--- config.mk ---
export PLATFORM = sky130hd
export DESIGN_NAME = demux1x9_buf
export DESIGN_NICKNAME = d
export VERILOG_FILES = /design/src/rtl/demux_pkg.sv /design/src/rtl/demux_slot.sv /design/src/rtl/demux1x9_buf.sv
export SDC_FILE = /design/constraint.sdc
export NUM_CORES = 1
export LEC_CHECK = 0
export ABC_AREA = 1
export CORE_MARGIN = 8
export CORE_UTILIZATION = 35
export DETAILED_ROUTE_END_ITERATION = 16
export PLACE_DENSITY_LB_ADDON = 0.3
export SLEW_MARGIN = 30
export SYNTH_ARGS = -nofsm -noshare
export SYNTH_HDL_FRONTEND = slang
export SYNTH_SLANG_ARGS = --single-unit
export TNS_END_PERCENT = 100
--- constraint.sdc ---
create_clock -name clk -period 6.8 [get_ports clk]
set_clock_uncertainty 0.05 [all_clocks]
set_input_delay 1.36 -clock clk [delete_from_list [all_inputs] [get_ports clk]]
set_output_delay 1.36 -clock clk [all_outputs]
set_load 0.01 [all_outputs]
--- src/rtl/demux_pkg.sv ---
// Shared constants and helpers for the 1-to-9 registered distributor.
// The select decode and the occupancy bit count are kept here.
package demux_pkg;

  localparam int DATA_W    = 32;
  localparam int SEL_W     = 4;
  localparam int NUM_SLOTS = 9;

  localparam logic [SEL_W-1:0] DEFAULT_SLOT = 4'd8;

  // Selects 8..15 all land on the default slot, mirroring the 9:1 mux default leg.
  function automatic logic [SEL_W-1:0] sel_to_dest(input logic [SEL_W-1:0] sel);
    return (sel > DEFAULT_SLOT) ? DEFAULT_SLOT : sel;
  endfunction

  function automatic logic [3:0] count_ones(input logic [NUM_SLOTS-1:0] v);
    logic [3:0] cnt;
    cnt = 4'd0;
    for (int i = 0; i < NUM_SLOTS; i++) begin
      cnt = cnt + {3'b000, v[i]};
    end
    return cnt;
  endfunction

endpackage

--- src/rtl/demux_slot.sv ---
// Single-entry holding register with valid/ack handshake.
// A write in the same cycle as an ack wins: the old word is consumed, the new one stays valid.
module demux_slot
  import demux_pkg::*;
(
  input  logic              clk,
  input  logic              reset,
  input  logic              wr_en,
  input  logic [DATA_W-1:0] wr_data,
  input  logic              ack,
  output logic [DATA_W-1:0] data,
  output logic              valid
);

  logic [DATA_W-1:0] data_q, data_d;
  logic              valid_q, valid_d;

  always_comb begin
    data_d  = data_q;
    valid_d = valid_q;
    if (wr_en) begin
      data_d  = wr_data;
      valid_d = 1'b1;
    end else if (ack) begin
      valid_d = 1'b0;
    end
  end

  always_ff @(posedge clk) begin
    if (reset) begin
      data_q  <= '0;
      valid_q <= 1'b0;
    end else begin
      data_q  <= data_d;
      valid_q <= valid_d;
    end
  end

  assign data  = data_q;
  assign valid = valid_q;

endmodule

--- src/rtl/demux1x9_buf.sv ---
// 1-to-9 registered distributor: steers one source word into one of nine
// single-entry slots, tracks occupancy and counts stalled offers.
module demux1x9_buf
  import demux_pkg::*;
(
  input  logic                        clk,
  input  logic                        reset,
  input  logic [DATA_W-1:0]           in_data,
  input  logic [SEL_W-1:0]            sel,
  input  logic                        in_valid,
  output logic                        in_ready,
  output logic [NUM_SLOTS*DATA_W-1:0] out_data,
  output logic [NUM_SLOTS-1:0]        out_valid,
  input  logic [NUM_SLOTS-1:0]        out_ack,
  output logic [3:0]                  occ,
  output logic [7:0]                  drop_cnt
);

  logic [SEL_W-1:0]     dest;
  logic                 accept;
  logic                 acc_empty;
  logic [NUM_SLOTS-1:0] wr_en_vec;
  logic [NUM_SLOTS-1:0] ack_eff;
  logic [3:0]           occ_q, occ_d;
  logic [7:0]           drop_cnt_q, drop_cnt_d;

  always_comb begin
    dest      = sel_to_dest(sel);
    in_ready  = ~out_valid[dest] | out_ack[dest];
    accept    = in_valid & in_ready;
    acc_empty = accept & ~out_valid[dest];
    wr_en_vec = '0;
    if (accept) begin
      wr_en_vec[dest] = 1'b1;
    end
    // An ack on the slot being rewritten is a replacement, not a departure.
    ack_eff = out_ack & out_valid & ~wr_en_vec;
    occ_d   = occ_q + {3'b000, acc_empty} - count_ones(ack_eff);

    drop_cnt_d = drop_cnt_q;
    if (in_valid && !in_ready && (drop_cnt_q != 8'hFF)) begin
      drop_cnt_d = drop_cnt_q + 8'd1;
    end
  end

  always_ff @(posedge clk) begin
    if (reset) begin
      occ_q      <= 4'd0;
      drop_cnt_q <= 8'd0;
    end else begin
      occ_q      <= occ_d;
      drop_cnt_q <= drop_cnt_d;
    end
  end

  genvar gi;
  generate
    for (gi = 0; gi < NUM_SLOTS; gi++) begin : g_slot
      demux_slot u_slot (
        .clk     (clk),
        .reset   (reset),
        .wr_en   (wr_en_vec[gi]),
        .wr_data (in_data),
        .ack     (out_ack[gi]),
        .data    (out_data[gi*DATA_W +: DATA_W]),
        .valid   (out_valid[gi])
      );
    end
  endgenerate

  assign occ      = occ_q;
  assign drop_cnt = drop_cnt_q;

endmodule

==> out/results.tsv <==
stage	metric	value	unit
synthesis	synthMuxAreaShare	0	
routing	avgRoutedWirePerCell	17.95	um
floorplan	die_y	226.1	um
worst_hold_path	worstHoldPathCells	4	
run_status	status	finished, final reports clean	
routing	drtPass1Iterations	6	
synthesis	synth_seq_cells	309	
timing	slew_viol_final	0	
floorplan	io_pins	358	
synthesis	avgSynthCellArea	6.333	um2
critical_path	cpPeakStageDelay	0.60	ns
synthesis	ys_seq_area_frac	0.4003	
power	p_leak	9.508	nW
clock_network	root_buffer	clkbuf_16	
floorplan	initial_core_util	0.3517	
synthesis	ys_warn_count	0	
place	dpl_cell_area	19310	um2
critical_path	path_class	input pin to flip-flop	
synthesis	synth.distinct_cells	25	
run	max-cap-violations	0	
critical_path	ff2ff_path_depth	22	
place	routabilityCongestion	0.9118	
floorplan	core-area	43930	um2
timing	setup_viol	0	
floorplan	dieArea	51130	um2
global_route	track_usage	0.2252	
place	hpwl	38190	um
critical_path	regToRegEndpoint	occ[3]	
critical_path	crit_slowest_cell	clkdlybuf4s50_1	
clock_network	cts_buffer_depth	3	
clock_network	cts_sinks	309	
timing	fin_crit_sh	0.8437	
timing	hold_violations	0	
critical_path	crit_buf_inv	5	
synthesis	synth_xor_area_frac	0.005101	
critical_path	cp_max_fo	18	
timing	rsz0062_at_grt	no	
clock_network	clk_latency	0.54	ns
global_route	grt_pass1_wl	89310	um
global_route	grt_pass1_vias	14878	
synthesis	synth.cell_area	15450	um2
routing	finalWirelength	59540	um
clock_network	cts_resized	0	
routing	via_per_inst	4.671	
timing	period_minus_slack	5.737	ns
cells_and_area	fillCellCount	4461	
cells_and_area	nets	2764	
routing	dr.first_iter.drc_count	1346	
routing	drtAntennaViolNets	0	
timing	max_freq	0.1743	GHz
clock_network	htreeDepth	2	
critical_path	rr_startpoint	g_slot[7].u_slot.valid	
timing	tightest_slew	0.9765	ns
power	ir_worst_vdd	0.1352	mV
critical_path	path_delay_family	adder cells	
power	p_per_area	222.2	nW/um2
critical_path	reg2reg_slack	2.34	ns
cells_and_area	area_growth	33.27	%
clock_network	numCtsBuffers	38	
synthesis	synth_top_family_by_area	simple AND/OR/NAND/NOR gates	
critical_path	end_kind	flip-flop	
routing	drc_errors	0	
clock_network	cts_hold_buffers	0	
clock_network	cts_setup_buffers	0	
cells_and_area	layout-drive-gt1-share	0.06498	
worst_hold_path	hp-class	flip-flop to flip-flop	
cells_and_area	design_area	20590	um2
clock_network	cts_tree	yes	
floorplan	rows	77	
critical_path	cpMostUsedCell	nand2_1	
critical_path	cp-start-kind	input pin	
synthesis	synthCells	2440	
synthesis	synth_fa_ha_area_frac	0.01587	
worst_hold_path	hp-start	g_slot[1].u_slot.data[9]	
clock_network	clk_transition_reported_paths	0.05	ns
timing	fin_tns_setup	0	ns
global_route	grt_max_degree	134	
floorplan	die_x	226.1	um
worst_hold_path	whs_endpoint	g_slot[1].u_slot.data[9]	
critical_path	cp.arrival	6.15	ns
synthesis	synth-simple-area-share	0.3653	
synthesis	synth.net_count	2504	
synthesis	synth_compound_area_frac	0.006478	
timing	relSlewSlack	0.3490	
global_route	grt_overflow	0	
global_route	antenna_found_initial	0	
critical_path	worstPathRequired	7.21	ns
place	portBuffers	357	
routing	num_vias	15494	
report_power, final:
group          leakage (nW)  switching, mW  total (mW)  internal [mW]
logic                  6.37          0.358       0.571          0.212
registers              2.50         0.0388        1.90           1.86
clock network         0.628          0.821        2.10           1.28
total                  9.51           1.22        4.57           3.36
worst min-delay path: stages, from the launching register on:
cell     delay, ns
dfxtp_1       0.30
inv_1         0.04
nand2_1       0.04
inv_1         0.04
nor2_1        0.03
cell type report:
cell class / instances / area, um2 / area share
Multi-Input combinational cell: 1314 / 6138 / 0.2981
Inverter: 655 / 2466 / 0.1198
Clock inverter: 11 / 138.9 / 0.006744
Antenna cell: 1 / 2.502 / 0.0001215
Tap cell: 592 / 740.7 / 0.03597
Clock buffer: 53 / 1141 / 0.05541
Sequential cell: 309 / 6186 / 0.3004
Timing Repair Buffer: 382 / 3780 / 0.1835
through the flow:
stage | worst slack, ns | utilization | total power [mW] | hold slack, ns | std cells
after floorplan | 1.296 | - | 2.247 | 0.4202 | 2440
after global placement | 0.6898 | 0.4394 | 2.503 | 0.4413 | 3252
after detailed placement | 0.5534 | 0.4395 | 2.511 | 0.4469 | 3252
after CTS | 1.109 | 0.4686 | 4.621 | 0.4583 | 3316
after global routing | 0.8264 | 0.4687 | 4.750 | 0.4822 | 3316
final | 1.063 | 0.4688 | 4.575 | 0.4560 | 3317
worst max-delay path by stage:
stage                start  endpoint  cells past startpoint
floorplan           sel[3]    occ[3]                     26
global placement    sel[0]    occ[3]                     25
detailed placement  sel[0]    occ[3]                     25
CTS                 sel[0]    occ[3]                     25
global route        sel[0]    occ[3]                     25
finish              sel[0]    occ[3]                     25
cell usage in the layout, fill, tap and decap left out, types with 2 or more instances in the layout:
cell type,n
buf_2,2
clkinvlp_4,2
clkdlybuf4s50_1,354
nand3_1,22
inv_1,556
nor2_1,295
nand4_1,295
a21oi_1,18
bufinv_16,3
clkbuf_16,41
fa_1,6
xor2_1,4
buf_4,21
nand2_2,2
o21ai_0,2
clkbuf_8,7
xnor2_1,5
clkbuf_1,5
dfxtp_1,309
nor2_4,8
nand2_1,634
clkinv_1,32
inv_2,66
nand3_2,4
clkinv_2,5
nand3_4,4
buf_6,3
nor2_2,3
ha_1,10
metal layers:
metal	share of wire	track usage
met1	0.44	0.2880
met2	0.45	0.3660
met3	0.076	0.04584
met4	0.038	0.09519
met5	0	0
Yosys cell counts:
| library cell | n | area, um2 |
|---|---|---|
| nand4_1 | 295 | 1846 |
| nor2_4 | 2 | 22.52 |
| xnor2_1 | 5 | 43.79 |
| xor2_1 | 4 | 35.03 |
| buf_4 | 13 | 97.59 |
| clkbuf_1 | 87 | 326.6 |
| nand2_1 | 634 | 2380 |
| nand3_1 | 26 | 130.1 |
| clkinv_1 | 32 | 120.1 |
| inv_1 | 556 | 2087 |
| buf_1 | 6 | 22.52 |
| o21ai_0 | 2 | 10.01 |
| buf_2 | 54 | 270.3 |
| nor2_8 | 1 | 20.02 |
| nor2_2 | 1 | 6.260 |
| nor2_1 | 303 | 1137 |
| dfxtp_1 | 309 | 6186 |
| inv_2 | 67 | 251.5 |
| nand2_2 | 2 | 12.51 |
| fa_1 | 6 | 120.1 |
| ha_1 | 10 | 125.1 |
| a21oi_1 | 18 | 90.09 |
| nand2_8 | 1 | 20.02 |
| buf_6 | 2 | 22.52 |
| nand3_4 | 4 | 70.07 |
cell families (layout without fill, tap and decap cells):
| kind of cell | after synthesis | in the layout |
|---|---|---|
| fa+ha+maj | 16 | 16 |
| simple gates | 1269 | 1269 |
| buf+inv | 817 | 1101 |
| xor+xnor | 9 | 9 |
| flops | 309 | 309 |
| other cells | 0 | 1 |
| compound gates | 20 | 20 |
state kept, by name (all words and copies together) (netlist names):
| signal | count |
|---|---|
| g_slot.u_slot.data | 288 |
| g_slot.u_slot.valid | 9 |
| drop_cnt | 8 |
| occ | 4 |
(Power assumes the default switching activity.)
